$ cat src/rtl/screen_selector.sv
// screen_selector: top-level game-flow FSM (START -> PLAY -> FINISH), start-button
// debounce and frame-aligned selection of the start/game/finish VGA streams.
module screen_selector #(
   parameter int unsigned DEBOUNCE_CYCLES   = 650_000,
   parameter int unsigned FINISH_MIN_FRAMES = 60
) (
   input  logic        clk,
   input  logic        rst,
   input  logic        btn_start,
   input  logic        game_over,
   input  logic [10:0] vga_start_in_hcount,
   input  logic [10:0] vga_start_in_vcount,
   input  logic        vga_start_in_hsync,
   input  logic        vga_start_in_vsync,
   input  logic        vga_start_in_hblnk,
   input  logic        vga_start_in_vblnk,
   input  logic [11:0] vga_start_in_rgb,
   input  logic [10:0] vga_game_in_hcount,
   input  logic [10:0] vga_game_in_vcount,
   input  logic        vga_game_in_hsync,
   input  logic        vga_game_in_vsync,
   input  logic        vga_game_in_hblnk,
   input  logic        vga_game_in_vblnk,
   input  logic [11:0] vga_game_in_rgb,
   input  logic [10:0] vga_fin_in_hcount,
   input  logic [10:0] vga_fin_in_vcount,
   input  logic        vga_fin_in_hsync,
   input  logic        vga_fin_in_vsync,
   input  logic        vga_fin_in_hblnk,
   input  logic        vga_fin_in_vblnk,
   input  logic [11:0] vga_fin_in_rgb,
   output logic [10:0] vga_out_hcount,
   output logic [10:0] vga_out_vcount,
   output logic        vga_out_hsync,
   output logic        vga_out_vsync,
   output logic        vga_out_hblnk,
   output logic        vga_out_vblnk,
   output logic [11:0] vga_out_rgb,
   output logic        game_rst,
   output logic        game_active,
   output logic [1:0]  screen_state
);

   localparam int unsigned CNT_W = (DEBOUNCE_CYCLES > 1) ? $clog2(DEBOUNCE_CYCLES) : 1;
   localparam int unsigned FIN_W = 7;

   typedef enum logic [1:0] {
      ST_START  = 2'd0,
      ST_PLAY   = 2'd1,
      ST_FINISH = 2'd2
   } state_t;

   state_t           state;
   state_t           sel;
   logic [FIN_W-1:0] fin_frames;
   logic             sync1;
   logic             btn_sync;
   logic             btn_stable;
   logic             btn_prev;
   logic             armed;
   logic [1:0]       prime;
   logic [CNT_W-1:0] cnt;
   logic             press;
   logic             frame_tick;
   logic             unused_timing;

   // The other streams share the start stream's timing; only their rgb is used.
   assign unused_timing = ^{vga_game_in_hcount, vga_game_in_vcount, vga_game_in_hsync,
                            vga_game_in_vsync, vga_game_in_hblnk, vga_game_in_vblnk,
                            vga_fin_in_hcount, vga_fin_in_vcount, vga_fin_in_hsync,
                            vga_fin_in_vsync, vga_fin_in_hblnk, vga_fin_in_vblnk};

   // Synchronize and debounce; a press needs the button seen released since reset.
   always_ff @(posedge clk) begin
      if (rst) begin
         sync1      <= 1'b0;
         btn_sync   <= 1'b0;
         btn_stable <= 1'b0;
         btn_prev   <= 1'b0;
         armed      <= 1'b0;
         prime      <= 2'b00;
         cnt        <= '0;
      end else begin
         sync1    <= btn_start;
         btn_sync <= sync1;
         prime    <= {prime[0], 1'b1};
         btn_prev <= btn_stable;
         if (prime[1] && !btn_sync && !btn_stable)
            armed <= 1'b1;
         if (btn_sync == btn_stable) begin
            cnt <= '0;
         end else if (cnt == CNT_W'(DEBOUNCE_CYCLES - 1)) begin
            btn_stable <= btn_sync;
            cnt        <= '0;
         end else begin
            cnt <= cnt + CNT_W'(1);
         end
      end
   end

   assign press      = btn_stable & ~btn_prev & armed;
   // vga_out_vblnk is the previous cycle's input vblnk.
   assign frame_tick = vga_start_in_vblnk & ~vga_out_vblnk;

   // Game-flow FSM with registered game_rst / game_active.
   always_ff @(posedge clk) begin
      if (rst) begin
         state       <= ST_START;
         game_rst    <= 1'b0;
         game_active <= 1'b0;
         fin_frames  <= '0;
      end else begin
         game_rst <= 1'b0;
         case (state)
            ST_START: begin
               if (press) begin
                  state       <= ST_PLAY;
                  game_rst    <= 1'b1;
                  game_active <= 1'b1;
               end
            end
            ST_PLAY: begin
               if (game_over) begin
                  state       <= ST_FINISH;
                  game_active <= 1'b0;
                  fin_frames  <= '0;
               end
            end
            ST_FINISH: begin
               if (press && (fin_frames >= FIN_W'(FINISH_MIN_FRAMES)))
                  state <= ST_START;
               else if (frame_tick && (fin_frames < FIN_W'(FINISH_MIN_FRAMES)))
                  fin_frames <= fin_frames + FIN_W'(1);
            end
            default: begin
               state       <= ST_START;
               game_active <= 1'b0;
            end
         endcase
      end
   end

   assign screen_state = state;

   // Output register; source switches only on a frame boundary.
   always_ff @(posedge clk) begin
      if (rst) begin
         sel            <= ST_START;
         vga_out_hcount <= '0;
         vga_out_vcount <= '0;
         vga_out_hsync  <= 1'b0;
         vga_out_vsync  <= 1'b0;
         vga_out_hblnk  <= 1'b0;
         vga_out_vblnk  <= 1'b0;
         vga_out_rgb    <= '0;
      end else begin
         if (frame_tick)
            sel <= state;
         vga_out_hcount <= vga_start_in_hcount;
         vga_out_vcount <= vga_start_in_vcount;
         vga_out_hsync  <= vga_start_in_hsync;
         vga_out_vsync  <= vga_start_in_vsync;
         vga_out_hblnk  <= vga_start_in_hblnk;
         vga_out_vblnk  <= vga_start_in_vblnk;
         if (vga_start_in_hblnk || vga_start_in_vblnk) begin
            vga_out_rgb <= '0;
         end else begin
            case (sel)
               ST_PLAY:   vga_out_rgb <= vga_game_in_rgb;
               ST_FINISH: vga_out_rgb <= vga_fin_in_rgb;
               default:   vga_out_rgb <= vga_start_in_rgb;
            endcase
         end
      end
   end

endmodule
$ cat config.mk
export PLATFORM = sky130hd
export DESIGN_NAME = screen_selector
export DESIGN_NICKNAME = d
export VERILOG_FILES = /design/src/rtl/screen_selector.sv
export SDC_FILE = /design/constraint.sdc
export NUM_CORES = 1
export LEC_CHECK = 0
export CAP_MARGIN = 15
export CORE_MARGIN = 2
export CORE_UTILIZATION = 39
export CTS_CLUSTER_DIAMETER = 150
export DETAILED_ROUTE_END_ITERATION = 10
export HOLD_SLACK_MARGIN = 0.08
export PLACE_DENSITY = 0.9
export SLEW_MARGIN = 5
export SYNTH_ARGS = -nofsm -noshare
export SYNTH_HDL_FRONTEND = slang
export SYNTH_SLANG_ARGS = --single-unit
$ cat constraint.sdc
create_clock -name clk -period 2.38 [get_ports clk]
set_input_delay 0.357 -clock clk [delete_from_list [all_inputs] [get_ports clk]]
set_output_delay 0.357 -clock clk [all_outputs]
set_load 0.1 [all_outputs]
==> summary.txt <==
Hold path
  • Hold Path Depth: 1
  • HP Class: flop to flop
  • Hold path startpoint: prime[0]
  • Sink of the worst hold path: prime[1]

Clocking
  • Post-cts sizing count: 0
  • TritonCTS Buffers: 9
  • Postcts setup bufs: 0
  • Clk root buf: clkbuf_8
  • Hold-fix buffers, CTS: 0
  • Clock-pin slew on the worst setup and hold paths: about 0.080 ns
  • H-tree lvl count: 3
  • Worst-Skew Late Latency: about 0.35 ns
  • CTS tree: built
  • Clock buffer depth: 2
  • Clk sink count: approximately 80

Yosys
  • Synth async-reset ratio: 0%
  • Post-synth EDFFs: 0
  • Register area share after synthesis: approximately half
  • Synth top area cells: dfxtp_1 (52%), nor2_1 (6.9%), nor2b_1 (6.8%)
  • Synth warnings: 0
  • Syn avg cell area: approximately 9.6 um^2
  • Syn nets: 440
  • Seq cells post-synth: a little under 80
  • Post-synthesis cell type count: 44
  • Synthesized area: a little over 0.003 mm^2
  • Gate Count Post-Synth: 317
  • Ys flop type: dfxtp_1
  • Area leader, netlist: dfxtp_1
  • Yosys top cell area share: about half

Drt
  • Post-DRT Antenna Nets: 0
  • Drc violations: 0
  • Initial DRC Count: 96
  • DRT Wirelength: 7160 um
  • Pre-antenna DRT Iters: 4
  • DR vias: 2,647
  • Vias per cell: slightly below 5
  • WL per Instance: ~13 um

Run status
  • Outcome: completed

Placement
  • Port Buffers: about 110
  • Placed Area: about 0.004 mm^2
  • RD Place Congestion: around 0.84
  • Final HPWL DP: ~5300 um

Worst setup path
  • CP Cell Sequence: ha_1 -> nand3_1 -> o41ai_4 -> buf_4 -> nor2_1
  • Largest stage delay, worst path: 0.60 ns
  • Bufs and invs on worst path: 1
  • CP Class: flop to flop
  • Worst Path Arrival: roughly 2.2 ns
  • Worst Setup Start Kind: flop
  • Reg2Reg Setup Slack: around 0.45 ns
  • CP endpoint kind: flop
  • Worst reg2reg path endpoint: cnt[3]
  • Top delay family on crit path: compound AO/OA/AOI/OAI gates
  • CP max FO: 10
  • FF-to-FF path depth: 5
  • Crit-path slowest cell: o41ai_4
  • Reg-to-reg startpoint: cnt[0]
  • Required @ worst endpoint: 2.63 ns

GRT
  • Initial antenna violation count: 0
  • Grt ovf: 0
  • Pin count of the biggest net entering global routing: 26
  • Routing usage on met1: a little over a fifth
  • Vias in the first global route: around 2,600
  • Met3 GRT Util: about 3.6%
  • Global-route wire length before repair: around 12,000 um
  • Busiest grt layer: met2
  • Met2 Use GR: 28.4%
  • GR Util All Layers: 17.1%

STA
  • Slew Viols, Final: 0
  • Slew headroom: roughly 56%
  • Setup-violating endpoint count in the final report: 0
  • Worst-margin pin slew: roughly 0.66 ns
  • Fin Setup TNS: 0 ns
  • RSZ-0062 raised after global routing: no
  • Fmax: between 500 and 600 MHz
  • Final period utilization: about four fifths
  • Worst Hold Margin: approximately 0.45 ns
  • Final Hold Fails: 0
  • Worst Clk Skew: ~0.007 ns
  • Tmin final: between 1.5 and 2 ns

Cells and area
  • Nets@finish: 550
  • Design Area, Final: roughly 0.0043 mm^2
  • Fill count: ~670
  • Area Growth Syn to Fin: 42.9%
  • Footprint of the multi-input gates: approximately 0.0014 mm^2
  • Layout cells sized above 1: approximately 17%
  • Register area: around 0.0016 mm^2
  • Diodes inserted: 0

Die
  • Placement Rows: 32
  • Die Height: around 92 um
  • Core ar.: around 0.0076 mm^2
  • Die ar.: roughly 0.0085 mm^2
  • Boundary Pins: 160
  • Die X: approximately 92 um
  • Initial core utilization: 39.8%

Flow run
  • Max-cap viol count: 0

Power and ir drop
  • VDD IR max: approximately 0.36 mV
  • Cell Pwr Density: between 600 and 700 mW/mm^2
  • P_leak: about 1.6 nW
## state kept, by name, summed over array words and instances, names as in the netlist
| register | count |
|---|---|
| armed | 1 |
| vga_out_hsync | 1 |
| cnt | 20 |
| screen_state | 2 |
| vga_out_hblnk | 1 |
| sel | 2 |
| btn_sync | 1 |
| fin_frames | 7 |
| vga_out_vsync | 1 |
| vga_out_hcount | 11 |
| vga_out_vcount | 11 |
| sync1 | 1 |
| vga_out_vblnk | 1 |
| btn_prev | 1 |
| btn_stable | 1 |
| game_active | 1 |
| vga_out_rgb | 12 |
| prime | 2 |
| game_rst | 1 |
## placed cells by master, fill, tap and decap left out, types with 2 or more instances in the layout
cell and n:
nand3b_1 2, inv_6 2, o21ai_0 3, mux2i_1 3, o21bai_1 2, a41oi_1 2
nor4_1 8, clkbuf_8 10, a21oi_1 22, inv_1 7, mux2_2 2, bufinv_16 2
a22oi_1 12, nor2b_1 33, buf_4 46, nand3_1 7, and3_1 3, xnor2_1 14
clkdlybuf4s50_1 65, dfxtp_1 78, xor2_1 2, nor3_1 8, nor2_1 56, nor4_4 2
a31oi_1 2, and2_1 2, nand4_1 6, ha_1 5, nand2_1 8
## synthesized netlist by cell type, drive strengths merged (2+ instances only)
cell    count
nand4       8
nand2       8
mux2i       3
and2        2
clkbuf      9
nor4b       2
and3        3
nor4       10
nand3       8
o21ai       3
dfxtp      78
nand3b      2
inv         7
a31oi       2
o21bai      2
nor3        8
mux2        2
a41oi       2
nor2       56
buf         3
a21oi      22
xor2        2
nor2b      33
xnor2      14
a22oi      12
ha          5
## final cells by class
cell class                 instances  share of cell area (%)
timing repair buffer             111                    23.0
inverter                           7                   0.607
sequential                        78                    36.1
tap                              102                    2.95
multi-input combinational        220                    32.1
clock buffer                      10                    3.18
clock inverter                     6                    2.11
## through the flow
step | setup slack [ns] | utilization, % | power [mW] | cells
floorplan | 0.203 | - | 1.63 | 317
global placement | 0.358 | 53.9 | 1.80 | 518
detailed placement | 0.350 | 53.9 | 1.80 | 518
CTS | 0.447 | 56.9 | 2.93 | 534
global route | 0.269 | 56.9 | 2.98 | 534
finish | 0.453 | 56.9 | 2.90 | 534
## cells by family (layout without fill, tap and decap cells)
logic type / after synthesis / in the layout / synth area share [%]
compound gates: 47 / 47 / 10.2
simple gates: 147 / 147 / 27.2
xor+xnor: 16 / 16 / 4.62
flops: 78 / 78 / 51.5
fa+ha+maj: 5 / 5 / 2.06
buf+inv: 19 / 134 / 2.64
mux: 5 / 5 / 1.73
## worst max-delay path by stage
stage / cells after the start / endpoint / from
finish: 5 / cnt[3] / cnt[0]
global route: 5 / cnt[10] / cnt[0]
CTS: 5 / cnt[10] / cnt[0]
detailed placement: 5 / fin_frames[3] / vga_start_in_vblnk
global placement: 5 / fin_frames[3] / vga_start_in_vblnk
floorplan: 4 / fin_frames[3] / screen_state[1]
## power by group
| part | internal, mW | leakage, nW | switching [mW] | total (mW) |
|---|---|---|---|---|
| logic | 0.153 | 0.844 | 0.271 | 0.424 |
| clock network | 0.627 | 0.117 | 0.498 | 1.12 |
| registers | 1.34 | 0.638 | 0.0115 | 1.35 |
| total | 2.12 | 1.60 | 0.781 | 2.90 |
## layer usage
layer / routed length [um] / share of wire, %
met1: 3220 / 45
met2: 3490 / 49
met3: 355 / 5.0
met4: 93 / 1.3
met5: 0 / 0
Power figures use the tool's default switching activity.
